**src/rtl/seven_seg_pkg.sv**
```systemverilog
// Shared types and segment constants for the seven-segment scan driver.
// Optional build macro: SEVSEG_DP_EN adds a per-digit decimal-point input.
package seven_seg_pkg;

  localparam int unsigned BRIGHT_W = 4;

  // Cathode pattern {dp,g,f,e,d,c,b,a}, active-low
  typedef logic [7:0] seg_t;

  localparam seg_t SEG_0   = 8'hC0;
  localparam seg_t SEG_1   = 8'hF9;
  localparam seg_t SEG_2   = 8'hA4;
  localparam seg_t SEG_3   = 8'hB0;
  localparam seg_t SEG_4   = 8'h99;
  localparam seg_t SEG_5   = 8'h92;
  localparam seg_t SEG_6   = 8'h82;
  localparam seg_t SEG_7   = 8'hF8;
  localparam seg_t SEG_8   = 8'h80;
  localparam seg_t SEG_9   = 8'h90;
  localparam seg_t SEG_A   = 8'h88;
  localparam seg_t SEG_B   = 8'h83;
  localparam seg_t SEG_C   = 8'hC6;
  localparam seg_t SEG_D   = 8'hA1;
  localparam seg_t SEG_E   = 8'h86;
  localparam seg_t SEG_F   = 8'h8E;
  localparam seg_t SEG_OFF = 8'hFF;

endpackage

```
**src/rtl/seven_seg_decode.sv**
```systemverilog
// Combinational hex nibble to active-low segment pattern (dp bit left off).
module seven_seg_decode
  import seven_seg_pkg::*;
(
  input  logic [3:0] nibble,
  output seg_t       seg_c
);

  // Full hex table, dp always off
  always_comb begin
    seg_c = SEG_OFF;
    case (nibble)
      4'h0: seg_c = SEG_0;
      4'h1: seg_c = SEG_1;
      4'h2: seg_c = SEG_2;
      4'h3: seg_c = SEG_3;
      4'h4: seg_c = SEG_4;
      4'h5: seg_c = SEG_5;
      4'h6: seg_c = SEG_6;
      4'h7: seg_c = SEG_7;
      4'h8: seg_c = SEG_8;
      4'h9: seg_c = SEG_9;
      4'hA: seg_c = SEG_A;
      4'hB: seg_c = SEG_B;
      4'hC: seg_c = SEG_C;
      4'hD: seg_c = SEG_D;
      4'hE: seg_c = SEG_E;
      4'hF: seg_c = SEG_F;
    endcase
  end

endmodule

```
**src/rtl/seven_seg_scan_driver.sv**
```systemverilog
// Time-multiplexed common-anode seven-segment driver with per-digit blanking,
// 16-level PWM brightness and frame-synchronous (tear-free) data updates.
// Optional build macro: SEVSEG_DP_EN adds input dp[N_DIGITS-1:0].
module seven_seg_scan_driver
  import seven_seg_pkg::*;
#(
  parameter int unsigned N_DIGITS = 8,
  parameter int unsigned SCAN_DIV = 100000
) (
  input  logic                  clk,
  input  logic                  rst_n,
  input  logic                  load,
  input  logic [4*N_DIGITS-1:0] digits,
  input  logic [N_DIGITS-1:0]   blank_mask,
`ifdef SEVSEG_DP_EN
  input  logic [N_DIGITS-1:0]   dp,
`endif
  input  logic [BRIGHT_W-1:0]   brightness,
  output logic [N_DIGITS-1:0]   an,
  output seg_t                  cathode,
  output logic                  frame_start
);

  localparam int unsigned PRESC_W = (SCAN_DIV > 1) ? $clog2(SCAN_DIV) : 1;
  localparam int unsigned THR_W   = PRESC_W + 1;
  localparam int unsigned IDX_W   = (N_DIGITS > 1) ? $clog2(N_DIGITS) : 1;
  localparam int unsigned DIG_W   = 4 * N_DIGITS;

  logic [PRESC_W-1:0]  presc, presc_nxt;
  logic [IDX_W-1:0]    idx, idx_nxt;
  logic [BRIGHT_W-1:0] bright_q;
  logic [DIG_W-1:0]    shadow_digits, active_digits;
  logic [N_DIGITS-1:0] shadow_mask, active_mask;
  logic                pending;

  logic                slot_end_c, frame_end_c, blank_c, dp_bit_c;
  logic [3:0]          nib_c;
  logic [THR_W-1:0]    thr_c;
  seg_t                seg_c, cathode_nxt;
  logic [N_DIGITS-1:0] an_nxt;

  // Slot / frame boundary detection and counter next-state
  always_comb begin
    slot_end_c  = (presc == PRESC_W'(SCAN_DIV - 1));
    frame_end_c = slot_end_c && (idx == IDX_W'(N_DIGITS - 1));
    presc_nxt   = presc + PRESC_W'(1);
    idx_nxt     = idx;
    if (slot_end_c) begin
      presc_nxt = '0;
      idx_nxt   = frame_end_c ? '0 : idx + IDX_W'(1);
    end
  end

  // Prescaler, digit index, frame pulse; brightness latched once per slot
  always_ff @(posedge clk or negedge rst_n) begin
    if (!rst_n) begin
      presc       <= '0;
      idx         <= '0;
      frame_start <= 1'b0;
      bright_q    <= '0;
    end else begin
      presc       <= presc_nxt;
      idx         <= idx_nxt;
      frame_start <= frame_end_c;
      if (presc == '0) bright_q <= brightness;
    end
  end

  // Shadow capture on load; active swaps only at frame wrap (wrap-cycle load bypasses shadow)
  always_ff @(posedge clk or negedge rst_n) begin
    if (!rst_n) begin
      shadow_digits <= '0;
      shadow_mask   <= '0;
      active_digits <= '0;
      active_mask   <= '0;
      pending       <= 1'b0;
    end else begin
      if (load) begin
        shadow_digits <= digits;
        shadow_mask   <= blank_mask;
      end
      if (frame_end_c) begin
        pending <= 1'b0;
        if (load) begin
          active_digits <= digits;
          active_mask   <= blank_mask;
        end else if (pending) begin
          active_digits <= shadow_digits;
          active_mask   <= shadow_mask;
        end
      end else if (load) begin
        pending <= 1'b1;
      end
    end
  end

`ifdef SEVSEG_DP_EN
  logic [N_DIGITS-1:0] shadow_dp, active_dp;

  // Decimal points follow the same shadow/active path as the digit data
  always_ff @(posedge clk or negedge rst_n) begin
    if (!rst_n) begin
      shadow_dp <= '0;
      active_dp <= '0;
    end else begin
      if (load) shadow_dp <= dp;
      if (frame_end_c) begin
        if (load)         active_dp <= dp;
        else if (pending) active_dp <= shadow_dp;
      end
    end
  end

  assign dp_bit_c = ~(1'(active_dp >> idx));
`else
  assign dp_bit_c = 1'b1;
`endif

  assign nib_c   = 4'(active_digits >> {idx, 2'b00});
  assign blank_c = 1'(active_mask >> idx);
  assign thr_c   = THR_W'(((32'(bright_q) + 32'd1) * SCAN_DIV) >> 4);

  seven_seg_decode u_decode (
    .nibble (nib_c),
    .seg_c  (seg_c)
  );

  // Next anode/cathode: dark on slot's first cycle and for blanked digits; PWM window follows it
  always_comb begin
    an_nxt      = '1;
    cathode_nxt = SEG_OFF;
    if ((presc != '0) && !blank_c) begin
      cathode_nxt = seg_c & {dp_bit_c, 7'h7F};
      if ({1'b0, presc} <= thr_c) an_nxt = ~(N_DIGITS'(1) << idx);
    end
  end

  // Registered pin outputs
  always_ff @(posedge clk or negedge rst_n) begin
    if (!rst_n) begin
      an      <= '1;
      cathode <= SEG_OFF;
    end else begin
      an      <= an_nxt;
      cathode <= cathode_nxt;
    end
  end

endmodule

```
**config.mk**
```make
export PLATFORM = sky130hd
export DESIGN_NAME = seven_seg_scan_driver
export DESIGN_NICKNAME = d
export VERILOG_FILES = /design/src/rtl/seven_seg_pkg.sv /design/src/rtl/seven_seg_decode.sv /design/src/rtl/seven_seg_scan_driver.sv
export SDC_FILE = /design/constraint.sdc
export NUM_CORES = 1
export LEC_CHECK = 0
export CAP_MARGIN = 25
export CORE_MARGIN = 4
export CORE_UTILIZATION = 55
export DETAILED_ROUTE_END_ITERATION = 16
export MAX_ROUTING_LAYER = met4
export PLACE_DENSITY = 0.77
export SLEW_MARGIN = 30
export SYNTH_ARGS = -nofsm -noshare
export SYNTH_HDL_FRONTEND = slang
export SYNTH_SLANG_ARGS = --single-unit
```
**constraint.sdc**
```tcl
create_clock -name clk -period 6.85 [get_ports clk]
set_clock_uncertainty 0.05 [all_clocks]
set_input_delay 1.37 -clock clk [delete_from_list [all_inputs] [get_ports clk]]
set_output_delay 1.37 -clock clk [all_outputs]
set_load 0.05 [all_outputs]
```
=== Word-level counts from Yosys, hierarchy flattened ===
Memory sizes are Yosys's and may differ from the RTL's.
Cells that the tools add are included.

* Shift-type cells: 3
* Equality and inequality tests: 2
* Muxes and demuxes: 11
* Bitwise gates (word level): 1
* Reductions and logical operators: 8
* $lt $le $gt $ge: 1
* $add $sub $neg: 3
* $mul: 1

{| class="wikitable"
|+ Operator list
! operator !! count
|-
| $mux W32 || 2
|-
| $mux W8 || 5
|-
| $shr A32 B5 Y4 || 1
|-
| $le A17 B18 Y1 || 1
|-
| $add A17 B1 Y17 const B || 1
|-
| $eq A17 B17 Y1 const B || 1
|-
| $logic_not A17 Y1 || 1
|-
| $mul A5 B12 Y17 const B || 1
|-
| $mux W17 || 1
|-
| $reduce_bool A17 Y1 || 1
|-
| $not A8 Y8 || 1
|-
| $shl A1 B3 Y8 const A || 1
|-
| $shr A8 B3 Y1 || 1
|-
| $add A4 B1 Y5 const B || 1
|-
| $reduce_bool A2 Y1 || 2
|-
| $add A3 B1 Y3 const B || 1
|-
| $eq A3 B3 Y1 const B || 1
|-
| $mux W3 || 1
|-
| $logic_and A1 B1 Y1 || 2
|-
| $mux W1 || 2
|-
| $reduce_and A2 Y1 || 1
|-
| $logic_not A1 Y1 || 1
|}

* Input bits: 47
* Memories: 1
* Output and inout port bits: 17
* Word-level logic and storage cells: 42
* Register bits after elaboration: 122
* Bits in read-only memories: 112

{| class="wikitable"
|+ Memory list
! name !! depth !! bits a word !! read ports !! clocked after Yosys merged registers in !! write ports !! RTL line !! text
|-
| (no name shown) || 16 || 7 || 1 || 0 || 0 || seven_seg_decode.sv:12 || <nowiki>case (nibble)</nowiki>
|}

=== Longest topological paths before layout ===
Gate-level depths: netlist of run 1.

* Depth after elaboration: 5
* Depth in mapped cells: 19
* Gate-level depth less buffers: 19

=== Modules after synthesis ===
A second synthesis of run 1 with hierarchy kept.

* Cell total of the unflattened synthesis: 543
* Area, all modules: 6687.7 µm²

{| class="wikitable"
|+ Modules (own cells, without submodules)
! module !! instances !! seq. area each (µm²) !! cells an instance !! area each (µm²)
|-
| seven_seg_scan_driver || 1 || 3072.9 || 506 || 6406.1
|-
| seven_seg_decode || 1 || 0.0 || 37 || 281.5
|}

=== Worst setup path before layout of run 1 ===
No wires, ideal clock.

* Kind: register -> register
* Start point: reg bright_q[0]
* End point: reg an[3]
* Arrival time: 4.334 ns
* Stages on the path, launching flop included: 19
* Period minus slack after synthesis: 4.482 ns
* Required time: 6.703 ns
* Path slack: 2.368 ns
* Buffers on the path: 0
* Cell sequence: dfrtp_1 > ha_1 > xor2_1 > ha_1 > xnor2_1 > ha_1 > ha_1 > ha_1 > or3_1 > o221a_2 > o21ai_0 > a2111oi_0 > a311oi_1 > ha_1 > and4_1 > nand4_1 > o221ai_1 > o211ai_1 > o211ai_1

* Cells in the longest elaborated chain, start to end: 5

{| class="wikitable"
|+ Ends and longest elaborated chain
! what !! RTL line !! text
|-
| start, declared || seven_seg_scan_driver.sv:31 || <nowiki>logic [BRIGHT_W-1:0] bright_q;</nowiki>
|-
| start signal, assigned || seven_seg_scan_driver.sv:65 || <nowiki>if (presc == '0) bright_q <= brightness;</nowiki>
|-
| $add A4 B1 Y5 || seven_seg_scan_driver.sv:121 || <nowiki>assign thr_c = THR_W'(((32'(bright_q) + 32'd1) * SCAN_DIV) >> 4);</nowiki>
|-
| $mul A5 B12 Y17 || seven_seg_scan_driver.sv:121 ||
|-
| $le A17 B18 Y1 || seven_seg_scan_driver.sv:134 || <nowiki>if ({1'b0, presc} <= thr_c) an_nxt = ~(N_DIGITS'(1) << idx);</nowiki>
|-
| $mux W8 || seven_seg_scan_driver.sv:134 ||
|-
| $mux W8 || seven_seg_scan_driver.sv:132 || <nowiki>if ((presc != '0) && !blank_c) begin</nowiki>
|-
| named net an_nxt[3] || seven_seg_scan_driver.sv:40 || <nowiki>logic [N_DIGITS-1:0] an_nxt;</nowiki>
|-
| end signal, assigned || seven_seg_scan_driver.sv:144 || <nowiki>an <= an_nxt;</nowiki>
|-
| end, declared || seven_seg_scan_driver.sv:19 || <nowiki>output logic [N_DIGITS-1:0] an,</nowiki>
|}

The timed path passes the listed nets, and every way through them passes these cells.
A chain may end at the register's enable or synchronous reset.

=== Worst setup path in the final report of run 1 ===
* Start point: reg bright_q[0]
* End point: reg an[6]

The elaborated chain is that of the path after synthesis.

==> impl_metrics.csv, run 1 <==
group,metric,value,unit
outcome,outcome,"finished, final reports clean",
timing,tns,0,ns
global_route,grt_max_degree,74,
clocking,cts_htree_levels,4,
critical_path,worstRegToRegCells,18,
global_route,grt_pass1_wl,23400,um
timing,hold_viol_final,0,
placed_design,gp_congestion,0.826,
clocking,post_cts_resized,0,
die,row_count,40,
critical_path,crit_arrival,5.30,ns
critical_path,r2r_start,"bright_q[0]",
placed_design,port_buffers,62,
hold_path,min_path_type,"reg2reg",
layout,areaGrowthSynthToFinish,19.9,%
route,viasPerCell,5.86,
synthesis,syn_nets,643,
timing,worst_pin_slew,0.810,ns
synthesis,yosysWarningCount,0,
clocking,post_cts_buffers,0,
critical_path,critPathTopFamily,"compound AO/OA/AOI/OAI gates",
global_route,antenna_found_initial,0,
synthesis,synth_edf_count,0,
clocking,clock_latency,0.41,ns
route,wl,14200,um
die,die-area,0.0141,sq mm
hold_path,min_from,"shadow_digits[15]",
synthesis,netlist_instances,535,
timing,period_share,73.7,%
critical_path,cpMaxStageDelayCell,"o211ai_1",
layout,final_util,67.2,%
hold_path,worst_hold_path.endpoint,"shadow_digits[15]",
power_and_ir_drop,leakage,3.77,nW
critical_path,cpMostUsedCell,"ha_1",
layout,n_antenna_cell,0,
synthesis,ys_seq_area_share,45.2,%
timing,slew-limit-headroom,44.4,%
power_and_ir_drop,powerDensity,242,mW/mm^2
die,coreArea,0.0120,sq mm
layout,drive_above_1_share,25.2,%
critical_path,critPathMaxStageDelay,0.48,ns
synthesis,yosys_register_bits,121,
timing,min_period,5.05,ns
timing,slew_viol_final,0,
die,initial_utilization,56.1,%
route,drtAntennaViolNets,0,
timing,setup_viol,0,
clocking,clk_path_buf_depth,2,
global_route,grt_overflow,0,
clocking,hold_buffers,0,
critical_path,r2r_setup_slack,1.80,ns
clocking,cts-root-buf,"clkbuf_16",
timing,hold_slack,0.451,ns
critical_path,crit_buf_inv,0,
die,pin_count,64,
route,drt_pre_antenna_iters,5,
synthesis,synth_cell_types,56,
global_route,grt_pass1_vias,4570,
synthesis,synth_top_cells_by_area,"dfrtp_1 39%, ha_1 11%, mux2_4 8.9%, mux2_2 7.5%, dfstp_2 5.9%",
clocking,cts_tree,"built",
job,drv_cap,0,
synthesis,async_flop_share,100,%
synthesis,yosys.area.top_type,"dfrtp_1",
die,die_h,119,um
route,drcViolationCount,0,
synthesis,syn_area,0.00673,sq mm
critical_path,worst_r2r_endpoint,"an[6]",
route,via_count,4435,
synthesis,ys.flop_type,"dfrtp_1",
critical_path,end_kind,"register",
synthesis,yosysTopAreaCellShare,39.4,%
layout,fill_cells,867,
layout,nNetsFinal,706,
clocking,clk_pin_slew,0.05,ns
hold_path,min_path_cells,1,
critical_path,cp_max_fo,8,
clocking,cts_sinks,121,
placed_design,dp_hpwl,9510,um
global_route,track_usage,21.4,%
timing,grt_setup_unrepaired,"no",
critical_path,required,7.10,ns
critical_path,crit_chain,"ha_1 > xor2_1 > ha_1 > xnor2_1 > ha_1 > ha_1 > ha_1 > or3_1 > o221a_2 > o21ai_0 > a2111oi_0 > a311oi_1 > ha_1 > and4_1 > nand4_1 > o221ai_1 > o211ai_1 > o21ai_0",
synthesis,syn_area_per_cell,12.6,sq um
power_and_ir_drop,ir_worst_vdd,156,uV
critical_path,crit_type,"reg2reg",
route,drtIter0Drc,301,
clocking,cts_made_buffers,17,
timing,fmax,198,MHz
die,die_w,119,um
critical_path,startpoint_type,"register",
route,wire_per_inst,18.8,um
==> per-layer routing <==
metal / part of all wire [%] / track usage [%] / vias up
met5: 0 / - / -
li1: - / - / 2074
met2: 50 / 35.1 / 116
met1: 44 / 27.0 / 2221
met3: 4.2 / 4.35 / 24
met4: 1.6 / 6.52 / 0
==> layout make-up <==
cell class / instances / area, sq um / area share (%)
clock buffer: 18 / 439 / 5.44
multi-input combinational: 369 / 3480 / 43.1
inverter: 23 / 86.3 / 1.07
clock inverter: 13 / 169 / 2.09
tap: 147 / 184 / 2.28
sequential: 121 / 3050 / 37.7
timing repair buffer: 66 / 667 / 8.26
==> flip-flops by register name, summed over array words and instances, names as in the netlist <==
name and cells:
active_digits 32, shadow_mask 8, bright_q 4, cathode 7, an 8, shadow_digits 32, idx 3, pending 1
presc 17, frame_start 1, active_mask 8
==> how the worst max path moves through the flow <==
stage                 from  endpoint  slack (ns)  cells past startpoint
2_1_floorplan  bright_q[0]     an[3]        2.37                     18
3_3_place_gp   bright_q[0]     an[7]        2.03                     18
3_5_place_dp   bright_q[0]     an[6]        1.87                     18
4_1_cts        bright_q[0]     an[6]        1.83                     18
5_1_grt        bright_q[0]     an[7]        1.38                     18
6_report       bright_q[0]     an[6]        1.80                     18
==> power breakdown <==
| part | internal, mW | switching (mW) |
|---|---|---|
| Combinational | 0.132 | 0.160 |
| Clock | 0.583 | 0.331 |
| Sequential | 0.740 | 0.00861 |
| Total | 1.46 | 0.500 |
==> metrics by stage <==
step	total power, mW	setup WS (ns)	area, sq um	cells
detailed placement	1.05	1.87	7430	725
global placement	1.03	2.03	7430	725
floorplan	0.948	2.37	6730	535
global route	2.04	1.38	8070	757
CTS	1.97	1.83	8040	756
finish	1.96	1.80	8070	757
==> worst register-to-register path: cells and delay by family, from the launching register on <==
family,cells,cell delay [ns]
AND/OR/NAND/NOR,3,0.71
AO/OA/AOI/OAI,7,1.81
flip-flops,1,0.45
adder cells (fa/ha/maj),6,1.56
XOR/XNOR,2,0.37
==> logic make-up (layout without fill, tap and decap cells) <==
kind of cell	after synthesis	count (layout)	share of synthesized area (%)
other cells	1	1	0.0557
simple gates	107	107	8.38
mux	100	100	20.7
xor+xnor	28	28	3.64
buf+inv	45	120	3.18
compound gates	72	72	7.34
fa+ha+maj	61	61	11.4
flops	121	121	45.2
==> cell usage in the layout, fill, tap and decap left out, drive strengths merged, types with 3 or more instances in the layout <==
| cell type | count |
|---|---|
| and4 | 3 |
| dfrtp | 106 |
| nand3 | 16 |
| o211ai | 8 |
| o21a | 4 |
| xor2 | 17 |
| clkdlybuf4s50 | 60 |
| ha | 60 |
| nand4 | 8 |
| nor3 | 7 |
| buf | 6 |
| o221ai | 4 |
| clkinvlp | 4 |
| inv | 26 |
| xnor2 | 11 |
| a21o | 3 |
| nand2 | 19 |
| clkbuf | 18 |
| o21ai | 20 |
| dfstp | 15 |
| mux2i | 5 |
| nand2b | 4 |
| mux4 | 10 |
| nor2 | 25 |
| and3 | 11 |
| bufinv | 3 |
| o22ai | 4 |
| nor4 | 4 |
| mux2 | 85 |
| a21oi | 11 |
| o311ai | 3 |
| clkinv | 3 |
==> cell usage after synthesis, drive strengths merged (2+ instances only) <==
library cell  count
mux2             85
ha               60
nor4              4
o21ai            20
nand2            19
clkbuf           10
nor3              7
o22ai             4
xnor2            11
buf              12
a21o              3
a2111oi           2
or3               2
mux4             10
inv              23
a31oi             2
a211oi            2
and3             11
nor3b             2
o221ai            4
o211ai            8
dfstp            15
a211o             2
and3b             2
o221a             2
o21a              4
xor2             17
dfrtp           106
mux2i             5
nand3            16
nand2b            4
a21oi            11
nor2             25
and4              3
o311ai            3
nand4             8
Note: power is estimated with default switching activity, not from simulation.
==> run 2, diff against run 1 <==
--- a/config.mk
+++ b/config.mk
@@ -7,10 +7,10 @@
 export LEC_CHECK = 0
 export CAP_MARGIN = 25
 export CORE_MARGIN = 4
-export CORE_UTILIZATION = 55
+export CORE_UTILIZATION = 52
 export DETAILED_ROUTE_END_ITERATION = 16
 export MAX_ROUTING_LAYER = met4
-export PLACE_DENSITY = 0.77
+export PLACE_DENSITY = 0.76
 export SLEW_MARGIN = 30
 export SYNTH_ARGS = -nofsm -noshare
 export SYNTH_HDL_FRONTEND = slang
==> constraint.sdc (replaced) <==
create_clock -name clk -period 4.3 [get_ports clk]
set_clock_uncertainty 0.05 [all_clocks]
set_input_delay 0.86 -clock clk [delete_from_list [all_inputs] [get_ports clk]]
set_output_delay 0.86 -clock clk [all_outputs]
set_load 0.05 [all_outputs]
==> impl_metrics.csv, run 2 (synthesized netlist as in run 1, its figures left out) <==
group,metric,value,unit
hold_path,min_path_type,"in2async",
layout,layout.area.seq,0.00305,sq mm
global_route,grt_overflow,0,
power_and_ir_drop,netSwitchingFraction,27.3,%
placed_design,place_area,0.00769,sq mm
global_route,track_usage,22.3,%
route,wl,15600,um
layout,drive_above_1_share,33.8,%
clocking,cts-root-buf,"clkbuf_16",
power_and_ir_drop,seqPwrFrac,38.0,%
placed_design,placedCellCount,778,
layout,final_util,67.6,%
outcome,outcome,"complete, but fails checks",
clocking,cts_htree_levels,4,
timing,hold_slack,0.424,ns
timing,setup_viol,8,
layout,n_antenna_cell,0,
global_route,grt_pass1_wl,25100,um
die,row_count,41,
clocking,cts_sinks,121,
critical_path,critPathMaxStageDelay,0.42,ns
layout,final_area,0.00856,sq mm
power_and_ir_drop,leakage,3.95,nW
timing,fmax,225,MHz
timing,period_share,104,%
power_and_ir_drop,power_switching,0.858,mW
critical_path,cpMostUsedCell,"ha_4",
timing,hold_viol_final,0,
timing,worst_pin_slew,0.936,ns
critical_path,end_kind,"register",
die,initial_utilization,53.1,%
layout,final_cells,819,
layout,final_common_cell,"dfrtp_1",
placed_design,gp_congestion,0.944,
route,dr_wl_met3,802,um
route,wire_per_inst,19.0,um
timing,slew_viol_final,0,
power_and_ir_drop,p_int,2.28,mW
critical_path,crit_type,"reg2reg",
timing,worst_slack,-0.151,ns
placed_design,dp_worst_setup_slack,-0.195,ns
critical_path,required,4.57,ns
die,die_h,122,um
route,met1_length,6440,um
route,routed.top_layer,"met4",
layout,final_cell_mix,"105 x dfrtp_1, 60 x clkdlybuf4s50_1, 48 x ha_1, 45 x mux2_2, 40 x mux2_4",
global_route,grt_max_degree,76,
route,via_count,4728,
power_and_ir_drop,powerDensity,367,mW/mm^2
power_and_ir_drop,power_frac_comb,19.8,%
job,drv_cap,0,
die,die-area,0.0148,sq mm
layout,nNetsFinal,743,
route,drtIter0Drc,500,
critical_path,cp_max_fo,8,
timing,min_period,4.45,ns
power_and_ir_drop,clkPwrFrac,42.2,%
timing,slew-limit-headroom,37.4,%
critical_path,startpoint_type,"register",
power_and_ir_drop,ir_worst_vdd,261,uV
clocking,hold_buffers,0,
critical_path,crit_chain,"ha_4 > xor2_2 > ha_2 > xnor2_2 > ha_1 > ha_4 > ha_4 > or3_4 > o221a_4 > o21ai_4 > a21o_1 > a311oi_1 > ha_1 > and4_1 > nand4_1 > o221ai_2 > o211ai_1 > buf_4 > o21ai_0",
timing,grt_setup_unrepaired,"yes",
die,coreArea,0.0127,sq mm
route,wl_met2,8020,um
route,drcViolationCount,0,
die,die_w,122,um
layout,areaGrowthSynthToFinish,27.2,%
clocking,cts_made_buffers,17,
global_route,grt_pass1_vias,5072,
die,pin_count,64,
route,drtAntennaViolNets,0,
outcome,failed_checks,"setup timing",
clocking,clock_latency,0.42,ns
placed_design,dp_hpwl,10300,um
layout,top_regs,"active_digits (32), shadow_digits (32), presc (17)",
critical_path,crit_arrival,4.72,ns
critical_path,cpMaxStageDelayCell,"dfrtp_1",
route,drt_pre_antenna_iters,6,
route,viasPerCell,5.77,
global_route,antenna_found_initial,0,
placed_design,port_buffers,62,
clocking,cts_tree,"built",
layout,fill_cells,937,
clocking,clk_pin_slew,0.06,ns
layout,multi_input_area,0.00371,sq mm
clocking,clk_path_buf_depth,2,
run 2: cell types whose count changed in the layout (fill, tap and decap cells not counted), sizes merged:
| cell | previous run | this run |
|---|---|---|
| buf | 6 | 43 |
| clkinvlp | 4 | 2 |
| clkinv | 3 | 8 |
| bufinv | 3 | 1 |
| clkbuf | 18 | 17 |
run 2: worst max-delay path, delay by kind of cell (launching register included):
family | cells | cell delay (ns)
and+or+nand+nor | 3 | 0.71
adders and majority gates | 6 | 1.42
DFF | 1 | 0.42
buffers and inverters | 1 | 0.17
AOI/OAI and AO/OA | 7 | 1.26
xor gates and xnor gates | 2 | 0.31
run 2: final timing paths:
check,startpoint,to,slack [ns],depth (start not counted)
worst max-delay path,bright_q[1],an[5],-0.15,19
worst min-delay path,rst_n,active_digits[11],0.42,1
worst max register to register,bright_q[1],an[5],-0.15,19
worst min register to register,shadow_digits[6],shadow_digits[6],0.45,1
max in group asynchronous,rst_n,shadow_mask[3],3.09,2
min in group clk,shadow_digits[6],shadow_digits[6],0.45,1
run 2: cell type report:
class / instances / share of cell area (%)
Clock inverter: 14 / 1.48
Clock buffer: 17 / 4.97
Tap cell: 172 / 2.51
Multi-Input combinational cell: 369 / 43.3
Timing Repair Buffer: 103 / 11.1
Sequential cell: 121 / 35.6
Inverter: 23 / 1.01
run 2: power groups by stage:
stage	clock [mW]	sequential (mW)	combinational (mW)
global route	1.40	1.20	0.675
CTS	1.34	1.19	0.588
finish	1.33	1.19	0.622
detailed placement	0	1.21	0.505
floorplan	0	1.21	0.306
global placement	0	1.21	0.477
run 2: what timing repair did:
| action | CTS | global route |
|---|---|---|
| setup endpoints to repair | 8 | 8 |
| hold endpoints to repair | 0 | 0 |
| pin swaps | 20 | 12 |
| setup buffers | 7 | 3 |
| gates resized for setup | 33 | 14 |
run 2: per-stage QoR:
stage                     power, mW   TNS, ns
after CTS                      3.12   -0.0110
after detailed placement       1.72     -1.46
final                          3.14    -0.736
after floorplan                1.51  -0.00377
after global routing           3.27     -2.31
after global placement         1.69    -0.299
run 2: per-layer routing:
layer	global-route usage, %	vias to the layer above
met5	-	-
met4	7.91	0
met3	4.83	44
met2	36.9	172
met1	27.2	2363
li1	-	2149
